**src/rtl/sipo_piso_master.sv**
```systemverilog
// Serial initiator for the SIPO/PISO configuration register slave.
// Converts one parallel write/read request into a strobe-framed serial frame.
module sipo_piso_master #(
    parameter int ADDR_WIDTH = 4,
    parameter int DATA_WIDTH = 32,
    parameter int GAP_CYCLES = 4
) (
    input  logic                  clk,
    input  logic                  rst,
    input  logic                  req_valid,
    output logic                  req_ready,
    input  logic                  req_write,
    input  logic [ADDR_WIDTH-1:0] req_addr,
    input  logic [DATA_WIDTH-1:0] req_wdata,
    output logic                  rsp_valid,
    output logic [DATA_WIDTH-1:0] rsp_rdata,
    output logic                  busy,
    output logic                  strobe,
    output logic                  wr_en,
    output logic                  sdo,
    input  logic                  sdi
);

    localparam int FRAME = ADDR_WIDTH + DATA_WIDTH;
    localparam int CW    = $clog2(FRAME);
    localparam int GW    = (GAP_CYCLES > 1) ? $clog2(GAP_CYCLES) : 1;

    localparam logic [CW-1:0] LAST_BIT   = CW'(FRAME - 1);
    localparam logic [CW-1:0] FIRST_DATA = CW'(ADDR_WIDTH);
    localparam logic [GW-1:0] GAP_LAST   = GW'(GAP_CYCLES - 1);

    typedef enum logic [2:0] {
        S_IDLE,
        S_SETUP,
        S_STROBE,
        S_SHIFT,
        S_GAP
    } state_t;

    state_t                state;
    logic                  is_write;
    logic [FRAME-1:0]      tx;
    logic [DATA_WIDTH-1:0] rx;
    logic [CW-1:0]         bit_cnt;
    logic [GW-1:0]         gap_cnt;

    assign req_ready = (state == S_IDLE);

    // Reads zero-extend the address so sdo naturally falls to 0 after it.
    always_ff @(posedge clk or negedge rst) begin
        if (!rst) begin
            state     <= S_IDLE;
            is_write  <= 1'b0;
            tx        <= '0;
            rx        <= '0;
            bit_cnt   <= '0;
            gap_cnt   <= '0;
            strobe    <= 1'b0;
            wr_en     <= 1'b0;
            sdo       <= 1'b0;
            rsp_valid <= 1'b0;
            rsp_rdata <= '0;
            busy      <= 1'b0;
        end else begin
            strobe    <= 1'b0;
            rsp_valid <= 1'b0;
            case (state)
                S_IDLE: begin
                    if (req_valid && req_ready) begin
                        state    <= S_SETUP;
                        is_write <= req_write;
                        wr_en    <= req_write;
                        busy     <= 1'b1;
                        sdo      <= 1'b0;
                        tx       <= req_write ? {req_addr, req_wdata} : FRAME'(req_addr);
                    end
                end
                S_SETUP: begin
                    state  <= S_STROBE;
                    strobe <= 1'b1;
                end
                S_STROBE: begin
                    state   <= S_SHIFT;
                    bit_cnt <= '0;
                    sdo     <= tx[0];
                    tx      <= tx >> 1;
                end
                S_SHIFT: begin
                    // Read data arrives LSB first; after DATA_WIDTH samples rx is fully replaced.
                    if (!is_write && (bit_cnt >= FIRST_DATA)) begin
                        rx <= {sdi, rx[DATA_WIDTH-1:1]};
                    end
                    if (bit_cnt == LAST_BIT) begin
                        state     <= S_GAP;
                        bit_cnt   <= '0;
                        gap_cnt   <= '0;
                        sdo       <= 1'b0;
                        wr_en     <= 1'b0;
                        rsp_valid <= 1'b1;
                        if (!is_write) begin
                            rsp_rdata <= {sdi, rx[DATA_WIDTH-1:1]};
                        end
                    end else begin
                        bit_cnt <= bit_cnt + 1'b1;
                        sdo     <= tx[0];
                        tx      <= tx >> 1;
                    end
                end
                S_GAP: begin
                    if (gap_cnt == GAP_LAST) begin
                        state <= S_IDLE;
                        busy  <= 1'b0;
                    end else begin
                        gap_cnt <= gap_cnt + 1'b1;
                    end
                end
                default: begin
                    state <= S_IDLE;
                    busy  <= 1'b0;
                end
            endcase
        end
    end

endmodule

```
**config.mk**
```make
export PLATFORM = sky130hd
export DESIGN_NAME = sipo_piso_master
export DESIGN_NICKNAME = d
export VERILOG_FILES = /design/src/rtl/sipo_piso_master.sv
export SDC_FILE = /design/constraint.sdc
export NUM_CORES = 1
export LEC_CHECK = 0
export CAP_MARGIN = 20
export CORE_UTILIZATION = 58
export DETAILED_ROUTE_END_ITERATION = 6
export PLACE_DENSITY = 0.95
export SLEW_MARGIN = 20
export SYNTH_ARGS = -nofsm -noshare
export SYNTH_HDL_FRONTEND = slang
export SYNTH_SLANG_ARGS = --single-unit
export TNS_END_PERCENT = 20
```
**constraint.sdc**
```tcl
create_clock -name clk -period 3.4 [get_ports clk]
set_input_delay 0.68 -clock clk [delete_from_list [all_inputs] [get_ports clk]]
set_output_delay 0.68 -clock clk [all_outputs]
set_load 0.005 [all_outputs]
```
# Word-level counts from Yosys, hierarchy flattened
# Index checks and enable logic that the tools add are counted.
[word_totals]
regBits = 117
inputBits = 41
out_inout_bits = 38
wordCells = 71
[op_classes]
add_sub_neg = 2
n_lt_le_gt_ge = 1
eq_ne = 11
muxes = 25
n_bitwise = 2
n_reduce_logical = 18
[ops]
columns = ["op", "count"]
rows = [
  ["$mux W36", 3],
  ["$pmux W36 S3", 1],
  ["$reduce_and A3 Y1", 6],
  ["$pmux W3 S5", 1],
  ["$pmux W6 S2", 1],
  ["$mux W1", 9],
  ["$mux W3", 3],
  ["$ne A2 B2 Y1 const B", 4],
  ["$add A6 B1 Y6 const B", 1],
  ["$eq A3 B2 Y1 const B", 2],
  ["$eq A6 B6 Y1 const B", 1],
  ["$ge A6 B3 Y1 const B", 1],
  ["$mux W6", 1],
  ["$pmux W1 S3", 2],
  ["$reduce_and A2 Y1", 3],
  ["$reduce_bool A2 Y1", 3],
  ["$mux W2", 2],
  ["$pmux W2 S2", 1],
  ["$eq A3 B1 Y1 const B", 1],
  ["$eq A3 B3 Y1 const B", 1],
  ["$logic_not A3 Y1", 1],
  ["$reduce_bool A3 Y1", 1],
  ["$reduce_or A3 Y1", 1],
  ["$add A2 B1 Y2 const B", 1],
  ["other kinds (6)", 8],
]

# Logic depth before layout (Yosys ltp)
[depth]
depth_word = 4
mapped_depth = 6

# Least setup slack after synthesis
# No wires, ideal clock.
[synth_path]
path_type = "input-to-reg"
startpoint = "input port req_valid"
endpoint = "register tx[10]"
setup_ns = 0.125
t_arrival_ns = 1.676
required_time_ns = 3.275
setup_slack_ns = 1.599
path_stages = 5
path_buffers = 1
path_cell_list = "nor2b_1 > o21bai_1 > a21oi_4 > buf_6 > mux2_2"
[synth_between]
elab_chain_len = 3
[synth_lines]
columns = ["element", "line_no", "text"]
rows = [
  ["start: declaration", "10", "input logic req_valid,"],
  ["$logic_and A1 B1 Y1", "69", "if (req_valid && req_ready) begin"],
  ["$ne A2 B1 Y1 (no source line)", "n/a", ""],
  ["$reduce_and A3 Y1 (no source line)", "n/a", ""],
  ["end signal: assignment", "75", "tx <= req_write ? {req_addr, req_wdata} : FRAME'(req_addr);"],
  ["end signal: assignment", "86", "tx <= tx >> 1;"],
  ["end signal: assignment", "106", "tx <= tx >> 1;"],
  ["end: declaration", "42", "logic [FRAME-1:0] tx;"],
]
# Every way passes these cells.
# A chain may end at the register's enable or synchronous reset.

# Worst setup path after layout
[layout_path]
startpoint = "register state[0]"
endpoint = "output port req_ready"
[layout_between]
elab_chain_len = 1
[layout_lines]
columns = ["element", "line_no", "text"]
rows = [
  ["start: declaration", "40", "state_t state;"],
  ["start signal: assignment", "52", "state <= S_IDLE;"],
  ["start signal: assignment", "70", "state <= S_SETUP;"],
  ["start signal: assignment", "79", "state <= S_STROBE;"],
  ["$logic_not A3 Y1", "47", "assign req_ready = (state == S_IDLE);"],
  ["end: declaration", "11", "output logic req_ready,"],
]
# Every way passes these cells.

==> summary.md <==
| Metric | Value |
|---|---|
| Run status | finished clean |
| Remaining antenna violation count after routing | 0 |
| Final worst-path cycle share | 0.7622 |
| Launch instance of the worst register-to-register path | bit_cnt[3] |
| Total Neg Setup Slack | 0 ns |
| Final hold violation count | 0 |
| Yosys warns | 0 |
| Combined buffer and inverter count along the critical path | 1 |
| First-pass GRT wire length | 16210 um |
| Synth Flop Type | dfrtp_1 |
| Ratio of cells with drive above 1 in the final layout | 0.2713 |
| Transition at the pin with the smallest max-transition slack | 0.7204 ns |
| Initial antenna violation count | 0 |
| Crit path max-delay family | buffers and inverters |
| Reported max-cap violation count | 0 |
| Chip Width | 95.53 um |
| Std-Cell Core Area | 8341 um2 |
| Setup repair bufs after CTS | 0 |
| Via count of the first global-routing pass | 3457 |
| Most used standard cells in the synthesized netlist | 116 x dfrtp_1, 89 x mux2_2, 80 x nand2_1 |
| Die H | 95.53 um |
| Static leakage | 0.003135 uW |
| Number of buffers between clock root and the deepest sink | 2 |
| Dpl cells | 578 |
| Most repeated cell in the gate-level netlist after synthesis | dfrtp_1 |
| TritonCTS clock tree | yes |
| # resized after CTS | 0 |
| Top area cells in the synthesized netlist | dfrtp_1 57%, mux2_2 20%, nand2_1 5.9%, nand3_1 3.5%, mux2_1 2.2% |
| Via count | 3318 |
| Clock period minus worst slack | 2.591 ns |
| Average vias per placed instance | 5.439 |
| Worst path required time | 2.72 ns |
| Initial standard-cell utilization of the core | 0.6083 |
| Setup WS pre-CTS | 0.8630 ns |
| Sequential fraction of the synthesis area | 0.5721 |
| Area delta synth->final | 27.47% |
| Maximum cell stage delay along the critical path | 0.57 ns |
| Cell row count | 33 |
| Endpoint of the most critical register-to-register path | rsp_rdata[5] |
| Setup Viol. Count Final | 0 |
| Synthesized Nets | 455 |
| Clk Latency, worst-skew pair | 0.51 ns |
| Clock sink count | 116 |
| Number of fill cells in the layout | 496 |
| Cell at the root of the clock tree | clkbuf_8 |
| H-tree depth | 4 |
| Library cell occupying the most area in the post-synthesis netlist | dfrtp_1 |
| Iter 0 DRT Violations | 100 |
| Avg Cell Area, Syn | 12.34 um2 |
| HPWL after DPL | 6094 um |
| Overflow after GRT | 0 |
| Antenna cell count | 0 |
| Setup repair after global routing missed its margin | no |
| Arrival @ worst endpoint | 1.91 ns |
| Max-slew violation total from the final report | 0 |
| Post-synthesis register bit count | 116 |
| I/O pin count | 79 |
| Number of standard cells in the layout, taps in and fillers out | 610 |
| Average wire per cell in the routed design | 16.10 um |
| Sequence of cells on the critical path | nor3_1, clkdlybuf4s50_1 |
| Kind of end point of the critical path | primary output |
| Top-area cell type share of the netlist area | 0.5721 |
| Count of flip-flops with a built-in enable after synthesis | 0 |
| Worst hold-check path type | in -> async |
| Gate count after technology mapping | 411 |
| Worst setup skew after layout | 0.01145 ns |
| Achievable Freq | 385.9 MHz |
| Number of different library cells in the post-synthesis netlist | 33 |
| Total of buffers placed on input and output ports | 78 |
| Mapped Area | 5074 um2 |
| Post-layout worst setup margin | 0.8086 ns |
| Global routing usage summed across all routing layers | 0.2386 |
| Clock buffers created by TritonCTS | 17 |
| Power density over the cells | 884.1 nW/um2 |
| Depth of the worst register-to-register path | 5 |
| Critical path class | reg -> out |
| Post-layout nets | 536 |
| Peak fanout along the critical path | 10 |
| Relative slew slack | 0.5182 |
| Crit-path slowest cell | clkdlybuf4s50_1 |
| Post-detailed-route DRC marker count | 0 |
| Pin count of the biggest net entering global routing | 95 |
| Die outline area | 9126 um2 |
| Routed wire length | 9821 um |
| Gp weighted congestion | 0.7602 |
| Crit path launch type | flop |
| Clock slew at reported path FFs | 0.06 ns |
| Share of synthesized flip-flops with an asynchronous set or reset | 1.000 |
| Number of hold buffers added after cts | 0 |
| Iteration count of the initial detailed-routing pass | 4 |
| Maximum vdd ir drop | 0.0005190 V |
| Worst setup slack for register-to-register paths | 1.41 ns |
-- layer usage --
layer	global-route usage	vias up	share of wire
li1	-	1580	-
met5	0	-	0
met1	0.2941	1642	0.43
met3	0.07974	13	0.059
met2	0.3887	83	0.50
met4	0.09453	0	0.013
-- area by class of cell --
class                      instances  area (um2)  share of cell area
sequential                       116        2903              0.4488
multi-input combinational        266        1992              0.3080
clock buffer                      17       414.1             0.06404
clock inverter                    15       161.4             0.02496
inverter                           6       22.52            0.003482
tap                              105       131.4             0.02031
timing repair buffer              85       843.3              0.1304
-- power by group --
part           total (uW)  internal (uW)  leakage [uW]  switching (uW)
registers            2130           1820       0.00153             308
clock network        1700           1000      0.000274             704
logic                1890           1010       0.00133             875
-- registers in the layout, indices dropped and copies added, names as in the netlist --
name and cells:
is_write 1, rsp_valid 1, wr_en 1, busy 1, sdo 1, bit_cnt 6, rx 31, tx 36
gap_cnt 2, state 3, strobe 1, rsp_rdata 32
-- placed cells by master, fill, tap and decap left out, drive strengths merged, types with 2 or more instances in the layout --
master           n
a21o             2
a21oi            3
and3             2
buf              8
clkbuf          17
clkdlybuf4s50   77
clkinv           2
clkinvlp         3
dfrtp          116
ha               3
inv             15
mux2            99
mux2i            7
nand2           81
nand3           36
nor2             5
nor2b            2
nor3             6
o21ai           10
o22ai            3
-- cells by family after synthesis --
| family | synth area share |
|---|---|
| buffers and inverters | 0.03576 |
| multiplexers | 0.2335 |
| adder cells (fa/ha/maj) | 0.007399 |
| AND/OR/NAND/NOR | 0.1243 |
| flip-flops | 0.5721 |
| AO/OA/AOI/OAI | 0.02688 |
-- per-stage QoR --
step	utilization	total power [uW]	hold WS, ns	cell area, um2
after detailed placement	0.7064	4022	0.4767	5892
after global placement	0.7064	3901	0.4672	5892
after global routing	0.7754	6054	0.06039	6467
after floorplan	-	3574	0.3844	5074
final	0.7754	5718	0.06477	6467
after CTS	0.7754	5770	0.04324	6467
-- worst max-delay path by stage --
stage | startpoint | endpoint | slack [ns] | cells past startpoint
3_5_place_dp | req_valid | tx[19] | 0.86 | 6
2_1_floorplan | req_valid | tx[10] | 1.60 | 5
6_report | state[0] | req_ready | 0.81 | 2
4_1_cts | state[0] | req_ready | 0.78 | 2
5_1_grt | state[0] | req_ready | 0.73 | 2
3_3_place_gp | req_valid | tx[19] | 0.89 | 6
No activity file was read; power rests on OpenSTA's default activity.
